### src/rtl/regfile_dump_reader_if.sv
// regfile_dump_reader_if: valid/ready word stream carrying a register index and its contents
//   out_valid  word valid (master -> slave)
//   out_ready  slave accepts word (slave -> master)
//   out_addr   register index of the current word
//   out_data   register contents
//   out_last   current word is the final word of the dump
interface regfile_dump_reader_if #(
    parameter int ADDR_W = 5,
    parameter int DATA_W = 32
);
    logic              out_valid;
    logic              out_ready;
    logic [ADDR_W-1:0] out_addr;
    logic [DATA_W-1:0] out_data;
    logic              out_last;
    modport master (output out_valid, out_addr, out_data, out_last, input out_ready);
    modport slave  (input out_valid, out_addr, out_data, out_last, output out_ready);
endinterface

### src/rtl/regfile_dump_reader.sv
// regfile_dump_reader: walks a register-file address range on read port 1 and streams (addr, data) words
//   clock, reset_n         rising-edge clock, asynchronous active-low reset
//   start, abort           begin a dump (ignored while busy), cancel the dump in progress
//   first_addr, last_addr  inclusive range, sampled on an accepted start
//   rf_addr, rf_data       register file a1 / rd1 (rd1 combinational from a1)
//   out                    valid/ready word stream (master side)
//   busy, done             dump in progress, one-cycle completion pulse
module regfile_dump_reader #(
    parameter int ADDR_W    = 5,
    parameter int DATA_W    = 32,
    parameter bit SKIP_ZERO = 1'b0
) (
    input  logic                  clock,
    input  logic                  reset_n,
    input  logic                  start,
    input  logic                  abort,
    input  logic [ADDR_W-1:0]     first_addr,
    input  logic [ADDR_W-1:0]     last_addr,
    output logic [ADDR_W-1:0]     rf_addr,
    input  logic [DATA_W-1:0]     rf_data,
    output logic                  busy,
    output logic                  done,
    regfile_dump_reader_if.master out
);
    typedef enum logic [1:0] {IDLE, STREAM, DRAIN} state_t;
    state_t state, state_n;
    logic [ADDR_W-1:0] ptr, last_q, addr_q;
    logic [DATA_W-1:0] data_q;
    logic valid_q, last_flag_q;
    logic load, adv, accept, empty, fin, skip, at_last, hs;
    assign hs      = valid_q && out.out_ready;
    assign skip    = SKIP_ZERO && ptr == '0;
    assign at_last = ptr == last_q;
    assign out.out_valid = valid_q;
    assign out.out_addr  = addr_q;
    assign out.out_data  = data_q;
    assign out.out_last  = last_flag_q;
    always_ff @(posedge clock or negedge reset_n)
        if (!reset_n) state <= IDLE;
        else state <= state_n;
    always_comb begin
        state_n = state;
        rf_addr = '0;
        load    = 1'b0;
        adv     = 1'b0;
        accept  = 1'b0;
        empty   = 1'b0;
        fin     = 1'b0;
        case (state)
            IDLE: begin
                accept  = start && !abort && first_addr <= last_addr;
                empty   = start && !abort && first_addr > last_addr;
                state_n = accept ? STREAM : IDLE;
            end
            STREAM: begin
                rf_addr = ptr;
                load    = !abort && !skip && (!valid_q || out.out_ready);
                // a skipped address 0 still advances the walk without producing a word
                adv     = load || (!abort && skip);
                state_n = abort ? IDLE : (adv && at_last) ? DRAIN : STREAM;
            end
            DRAIN: begin
                rf_addr = ptr;
                // valid_q is already low here only when every address was skipped
                fin     = !abort && (!valid_q || out.out_ready);
                state_n = (abort || fin) ? IDLE : DRAIN;
            end
            default: state_n = IDLE;
        endcase
    end
    always_ff @(posedge clock or negedge reset_n)
        if (!reset_n) begin
            ptr         <= '0;
            last_q      <= '0;
            addr_q      <= '0;
            data_q      <= '0;
            valid_q     <= 1'b0;
            last_flag_q <= 1'b0;
            busy        <= 1'b0;
            done        <= 1'b0;
        end else begin
            done <= fin || empty;
            if (accept) begin
                ptr    <= first_addr;
                last_q <= last_addr;
                busy   <= 1'b1;
            end
            if (adv && !at_last) ptr <= ptr + 1'b1;
            if (load) begin
                data_q      <= rf_data;
                addr_q      <= ptr;
                valid_q     <= 1'b1;
                last_flag_q <= at_last;
            end else if (hs) begin
                valid_q     <= 1'b0;
                last_flag_q <= 1'b0;
            end
            if (fin || abort) busy <= 1'b0;
            if (abort) begin
                valid_q     <= 1'b0;
                last_flag_q <= 1'b0;
            end
        end
endmodule
### src/flat_wrapper.sv
// flat-port wrapper written by rule: the top's interface ports become plain ports
module regfile_dump_reader_flat 
#(
    parameter int ADDR_W    = 5,
    parameter int DATA_W    = 32,
    parameter bit SKIP_ZERO = 1'b0
)
  (clock, reset_n, start, abort, first_addr, last_addr, rf_addr, rf_data, busy, done, out_out_valid, out_out_addr, out_out_data, out_out_last, out_out_ready);
  regfile_dump_reader_if #(.ADDR_W(ADDR_W), .DATA_W(DATA_W)) out_i ();
  input  logic clock;
  input  logic reset_n;
  input  logic start;
  input  logic abort;
  input  logic [ADDR_W-1:0] first_addr;
  input  logic [ADDR_W-1:0] last_addr;
  output logic [ADDR_W-1:0] rf_addr;
  input  logic [DATA_W-1:0] rf_data;
  output logic busy;
  output logic done;
  output wire logic [$bits(out_i.out_valid)-1:0] out_out_valid;
  output wire logic [$bits(out_i.out_addr)-1:0] out_out_addr;
  output wire logic [$bits(out_i.out_data)-1:0] out_out_data;
  output wire logic [$bits(out_i.out_last)-1:0] out_out_last;
  input wire logic [$bits(out_i.out_ready)-1:0] out_out_ready;
  assign out_out_valid = out_i.out_valid;
  assign out_out_addr = out_i.out_addr;
  assign out_out_data = out_i.out_data;
  assign out_out_last = out_i.out_last;
  assign out_i.out_ready = out_out_ready;
  regfile_dump_reader #(.ADDR_W(ADDR_W), .DATA_W(DATA_W), .SKIP_ZERO(SKIP_ZERO)) u_core (.clock(clock), .reset_n(reset_n), .start(start), .abort(abort), .first_addr(first_addr), .last_addr(last_addr), .rf_addr(rf_addr), .rf_data(rf_data), .busy(busy), .done(done), .out(out_i));
endmodule
### config.mk
export PLATFORM = sky130hd
export DESIGN_NAME = regfile_dump_reader_flat
export DESIGN_NICKNAME = d
export VERILOG_FILES = /design/src/rtl/regfile_dump_reader_if.sv /design/src/rtl/regfile_dump_reader.sv /design/src/flat_wrapper.sv
export SDC_FILE = /design/constraint.sdc
export NUM_CORES = 1
export LEC_CHECK = 0
export ABC_AREA = 1
export BUFFER_PORTS_ARGS = -buffer_cell sky130_fd_sc_hd__buf_2
export CAP_MARGIN = 40
export CORE_ASPECT_RATIO = 1.75
export CORE_UTILIZATION = 44
export DETAILED_ROUTE_END_ITERATION = 7
export GPL_ROUTABILITY_DRIVEN = 0
export MAX_ROUTING_LAYER = met4
export PLACE_DENSITY = 0.87
export SLEW_MARGIN = 5
export SYNTH_ARGS = -nofsm -noshare
export SYNTH_HDL_FRONTEND = slang
export SYNTH_SLANG_ARGS = --single-unit
### constraint.sdc
create_clock -name clock -period 1.6 [get_ports clock]
set_clock_uncertainty 0.15 [all_clocks]
set_input_delay 0.4 -clock clock [delete_from_list [all_inputs] [get_ports clock]]
set_output_delay 0.4 -clock clock [all_outputs]
set_load 0.01 [all_outputs]
==> run summary, run 1 <==
Status - finished, violations left
Failing checks - setup timing
Sequential share of power - 40.8%
P&R area growth vs syn - 40.7%
Vias per cell - 4.77
Vias in the first global route - 2116
RSZ-0062 raised after global routing - true
Drt total wl - 6.29 mm
Net Switching - 2.11 mW
DR pass1 iterations - 4
Most common cell after layout, fill and taps aside - nand2_1
Crit share post-route - 116%
Comb pwr share - 42.7%
Startpoint types - register
Worst-path clk slew - 0.10 ns
Root Buffer - clkbuf_8
Minimum clock period - 1.86 ns
Worst rel slew slack - 78.2%
Pint - 3.43 mW
CTS buffer count - 5
Synth Warn # - 0
Worst Setup End Kind - output pin
Hold slack final - 0.141 ns
Hold Crit Depth - 3
Cell taking the most area after synthesis - dfrtp_1
Initial DRC count - 87
Crit path DAT - 1.31 ns
Core ar. - 5340 um2
Worst Tran Pin Value - 0.325 ns
Setup tns final - -1.59 ns
Wirelength per Cell - 12.8 um
Commonest non-fill, non-tap cells in the layout - nand2_1, buf_2, dfrtp_1, nand3_1
Remaining DRCs - 0
Port Buf Inserts - 92
Mapped Area - 2480 um2
Routed vias - 2336
Top cell type's share of synthesized area - 53.4%
Clock sink total - 53
Peak VDD IR - 0.929 mV
H-tree lvl count - 2
Layout cells sized above 1 - 38.2%
Max Root-Sink Buffers - 2
Synth Area in Compound Gates - 3.88%
Final worst setup slack - -0.258 ns
Leak - 1.98 nW
Seq cells post-synth - 53
Initial antenna violation count - 0
CP Data Required Time - 1.05 ns
Simple-gate share of the synthesized area - 29.2%
Synthesized area per cell - 8.28 um2
R2R depth - 8
Die width - 58.8 um
Net Sw Frac - 38.1%
Rows - 35
Xor/xnor share of the synthesized area - 1.41%
Synthesized-area fraction occupied by adder cells - 5.04%
Multiplexer area fraction after synthesis - 0%
Post-route antenna net violation count - 0
Pre-CTS WS - -0.254 ns
I/O pin total - 93
# diodes - 0
Clock power share - 16.5%
Dpl hpwl - 4.22 mm
Largest family of logic cells by synthesized area - simple AND/OR/NAND/NOR gates
P per Cell Area - 1580 nW/um2
Crit path max fanout - 5
Pins Over Slew Limit - 0
Top post-synthesis cells by area - dfrtp_1, nand2_1, nand3_1
Starting Density - 46.5%
Die height - 101 um
Count of final setup violators - 28
Crit Path Class - register to output pin
Largest net degree at the start of global routing - 54
Synth cell types - 22
Total die area - 5960 um2
FMAX - 538 MHz
GRT Resource Usage Total - 20.4%
Hold Crit Class - primary input to register
Gr ovfl total - 0
Max-cap violations - 0
Gate Count Post-Synth - 300
CTS tree - done
Clock Latency Late Sink - 0.30 ns
Sequential share of the synthesized area - 53.4%
Syn Nets - 357
NumNets Final - 472
Fin. Hold Viols - 0
First-pass GRT wire length - 9.00 mm
## per-stage QoR
| step | utilization, % | cell area, um2 | instances | total power [mW] |
|---|---|---|---|---|
| 4_1_cts | 62.3 | 3330 | 481 | 5.41 |
| 2_1_floorplan | - | 2550 | 300 | 3.52 |
| 3_5_place_dp | 59.1 | 3160 | 470 | 4.45 |
| 6_report | 65.4 | 3490 | 490 | 5.53 |
| 3_3_place_gp | 59.1 | 3160 | 470 | 4.35 |
| 5_1_grt | 65.4 | 3490 | 490 | 5.94 |
## state kept, by name, indices dropped and copies added, names as in the netlist
signal and count:
u_core.busy 1, u_core.out.out_valid 1, u_core.ptr 5, u_core.out.out_data 32
u_core.out.out_last 1, u_core.last_q 5, u_core.done 1, u_core.state 2
u_core.out.out_addr 5
## logic make-up (layout without fill, tap and decap cells)
| group | after synthesis | count (layout) |
|---|---|---|
| compound gates | 18 | 18 |
| buf+inv | 41 | 157 |
| xor+xnor | 4 | 4 |
| flops | 53 | 53 |
| fa+ha+maj | 10 | 10 |
| simple gates | 174 | 174 |
## area by class of cell
type / instances / area (um2)
Inverter: 30 / 128
Fill cell: 436 / 1850
Timing Repair inverter: 2 / 17.5
Sequential cell: 53 / 1330
Multi-Input combinational cell: 206 / 1070
Tap cell: 74 / 92.6
Timing Repair Buffer: 117 / 741
Clock buffer: 5 / 68.8
Clock inverter: 3 / 46.3
## power groups by stage
| stage | sequential (mW) | clock, mW | combinational (mW) |
|---|---|---|---|
| floorplan | 2.50 | 0 | 1.01 |
| global placement | 2.25 | 0 | 2.10 |
| detailed placement | 2.28 | 0 | 2.17 |
| CTS | 2.25 | 0.934 | 2.22 |
| global route | 2.32 | 0.987 | 2.63 |
| finish | 2.26 | 0.913 | 2.36 |
## cell usage after synthesis (all sizes together)
| library cell | number |
|---|---|
| xor2 | 2 |
| nand2 | 139 |
| clkbuf | 2 |
| o21bai | 1 |
| xnor2 | 2 |
| dfrtp | 53 |
| nor2 | 7 |
| nand4 | 1 |
| nand3 | 27 |
| a21oi | 5 |
| inv | 30 |
| o21ai | 12 |
| ha | 10 |
| buf | 9 |
## critical path: stages (launching register included)
cell and delay [ns]:
dfrtp_1 0.41, inv_2 0.08, ha_4 0.30, nand2_1 0.05, inv_1 0.05, buf_2 0.11
## path summary, 6_finish.rpt
kind	slack [ns]	to	from
min in group asynchronous	0.45	u_core.out.out_data[7]$_DFFE_PN0P_	reset_n
hold reg to reg	0.32	u_core.out.out_data[18]$_DFFE_PN0P_	u_core.out.out_data[18]$_DFFE_PN0P_
setup / recovery	-0.26	rf_addr[3]	u_core.state[0]$_DFF_PN0_
max in group asynchronous	0.59	u_core.out.out_addr[2]$_DFFE_PN0P_	reset_n
setup reg to reg	-0.04	u_core.out.out_addr[3]$_DFFE_PN0P_	u_core.state[1]$_DFF_PN0_
hold / removal	0.14	u_core.out.out_data[8]$_DFFE_PN0P_	rf_data[8]
## per-layer routing
| metal | track usage, % | part of all wire, % |
|---|---|---|
| met1 | 20.5 | 37 |
| met4 | 8.97 | 1.7 |
| met2 | 37.6 | 57 |
| met5 | - | 0 |
| met3 | 2.94 | 4.2 |
## timing repair
item,4_1_cts,5_1_grt
endpoints found under the hold margin,53,0
cloned,0,4
pin swaps,3,2
gates resized for setup,8,21
buffers inserted,2,5
hold buffers,1,0
endpoints found under the setup margin,49,49
(Power assumes the default switching activity.)
==> inputs of run 2 (changes only) <==
--- a/config.mk
+++ b/config.mk
@@ -7,12 +7,10 @@
 export LEC_CHECK = 0
 export ABC_AREA = 1
 export BUFFER_PORTS_ARGS = -buffer_cell sky130_fd_sc_hd__buf_2
-export CAP_MARGIN = 40
 export CORE_ASPECT_RATIO = 1.75
 export CORE_UTILIZATION = 44
 export DETAILED_ROUTE_END_ITERATION = 7
 export GPL_ROUTABILITY_DRIVEN = 0
-export MAX_ROUTING_LAYER = met4
 export PLACE_DENSITY = 0.87
 export SLEW_MARGIN = 5
 export SYNTH_ARGS = -nofsm -noshare
==> run 2 against run 1 <==
The run still ends with setup timing left. Final area unchanged. Critical path depth stayed put. Sequential power about the same. Largest cell class unchanged. Highest routed layer unchanged.
==> run summary, run 2 (synthesis gave the netlist of run 1 again) <==
CTS tree - done
Pins Over Slew Limit - 0
Comb pwr share - 42.7%
Wirelength per Cell - 12.8 um
Net Sw Frac - 38.0%
NumNets Final - 472
Vias per cell - 4.74
Worst rel slew slack - 77.9%
Net Switching - 2.10 mW
P per Cell Area - 1580 nW/um2
Fin. Hold Viols - 0
Clock Latency Late Sink - 0.30 ns
Post-route antenna net violation count - 0
Final worst setup slack - -0.253 ns
Clock sink total - 53
Remaining DRCs - 0
Slowest CP cell - dfrtp_1
Drt total wl - 6.27 mm
H-tree lvl count - 2
Status - finished, violations left
Crit path max fanout - 5
Pint - 3.43 mW
Crit path max-delay family - flip-flops
Startpoint types - register
DR pass1 iterations - 4
Worst Setup End Kind - output pin
Die width - 58.8 um
Sequential share of power - 40.9%
Hold Startpoint - rf_data[7]
Port Buf Inserts - 92
RSZ-0062 raised after global routing - true
Total die area - 5960 um2
Gr ovfl total - 0
Max-cap violations - 0
Setup tns final - -1.49 ns
Tot Pwr - 5.53 mW
FMAX - 540 MHz
CP Data Required Time - 1.05 ns
R2r startpoint - u_core.state[1]$_DFF_PN0_
Largest register FFs - 32
Worst-path clk slew - 0.10 ns
WP buf/inv - 3
Max Root-Sink Buffers - 2
Vias in the first global route - 2121
# diodes - 0
Root Buffer - clkbuf_8
CP Launch Point - u_core.state[0]$_DFF_PN0_
Peak VDD IR - 0.929 mV
Core ar. - 5340 um2
Most common cell after layout, fill and taps aside - nand2_1
Crit share post-route - 116%
I/O pin total - 93
Rows - 35
Worst Tran Pin Value - 0.329 ns
Largest net degree at the start of global routing - 54
Count of final setup violators - 28
First-pass GRT wire length - 9.00 mm
Routed vias - 2322
GRT Resource Usage Total - 19.8%
Minimum clock period - 1.85 ns
Initial antenna violation count - 0
Starting Density - 46.5%
Crit Path Class - register to output pin
Failing checks - setup timing
Max incr delay on CP - 0.41 ns
Leak - 1.98 nW
Commonest non-fill, non-tap cells in the layout - nand2_1, buf_2, dfrtp_1, nand3_1
CTS buffer count - 5
Clock power share - 16.4%
CP Cell Sequence - inv_2 > ha_4 > nand2_1 > inv_1 > buf_2
Dpl hpwl - 4.22 mm
Hold Crit Class - primary input to register
Layout cells sized above 1 - 38.2%
P&R area growth vs syn - 40.7%
Initial DRC count - 108
Crit path DAT - 1.30 ns
Filler cells - 436
Die height - 101 um
==> run 2: cell counts in the layout (fill, tap and decap cells not counted) <==
Identical to the previous run, type by type.
==> run 2: final timing paths <==
path / to / slack [ns] / cells after the start
hold reg to reg: u_core.out.out_data[18]$_DFFE_PN0P_ / 0.32 / 2
hold / removal: u_core.out.out_data[7]$_DFFE_PN0P_ / 0.14 / 3
max in group asynchronous: u_core.out.out_addr[2]$_DFFE_PN0P_ / 0.59 / 3
min in group asynchronous: u_core.out.out_data[7]$_DFFE_PN0P_ / 0.46 / 3
setup reg to reg: u_core.out.out_addr[3]$_DFFE_PN0P_ / -0.03 / 8
setup / recovery: rf_addr[3] / -0.25 / 5
==> run 2: worst reg2reg max path: stages (launching register included) <==
cell     delay [ns]
dfrtp_1        0.41
inv_2          0.10
ha_1           0.16
nand2_2        0.08
nor2_4         0.12
buf_8          0.16
buf_4          0.15
inv_6          0.08
o21ai_0        0.15
==> run 2: power groups by stage <==
stage	clock, mW	sequential, mW	combinational [mW]
after floorplan	0	2.50	1.01
after global placement	0	2.25	2.10
after detailed placement	0	2.28	2.17
after CTS	0.934	2.25	2.22
after global routing	0.987	2.32	2.63
final	0.906	2.26	2.36
==> run 2: stage by stage <==
stage | area (um2) | instances | worst slack (ns) | utilization, % | hold slack (ns)
floorplan | 2550 | 300 | 0.00136 | - | -0.0456
global placement | 3160 | 470 | -0.210 | 59.1 | 0.259
CTS | 3330 | 481 | -0.239 | 62.3 | 0.129
detailed placement | 3160 | 470 | -0.254 | 59.1 | 0.266
finish | 3490 | 490 | -0.253 | 65.4 | 0.142
global route | 3490 | 490 | -0.306 | 65.4 | 0.135
==> run 2: what timing repair did <==
action,in CTS,in global routing
resized for setup,8,21
endpoints found under the setup margin,49,49
buffers inserted,2,5
pin swaps,3,2
gates cloned,0,4
hold endpoints to repair,53,0
hold buffers,1,0
==> run 2: area by class of cell <==
cell class / count / area (um2) / area share (%)
Clock buffer: 5 / 68.8 / 1.97
Clock inverter: 3 / 46.3 / 1.32
Inverter: 30 / 128 / 3.65
Multi-Input combinational cell: 206 / 1070 / 30.8
Sequential cell: 53 / 1330 / 38.0
Tap cell: 74 / 92.6 / 2.65
Timing Repair Buffer: 117 / 741 / 21.2
Timing Repair inverter: 2 / 17.5 / 0.501
==> run 2: per-layer routing <==
layer | GRT usage (%) | part of all wire (%) | vias to the layer above
li1 | - | - | 1157
met5 | 0 | 0 | -
met3 | 2.94 | 3.9 | 10
met4 | 8.97 | 1.7 | 0
met1 | 20.8 | 37 | 1082
met2 | 37.4 | 57 | 73
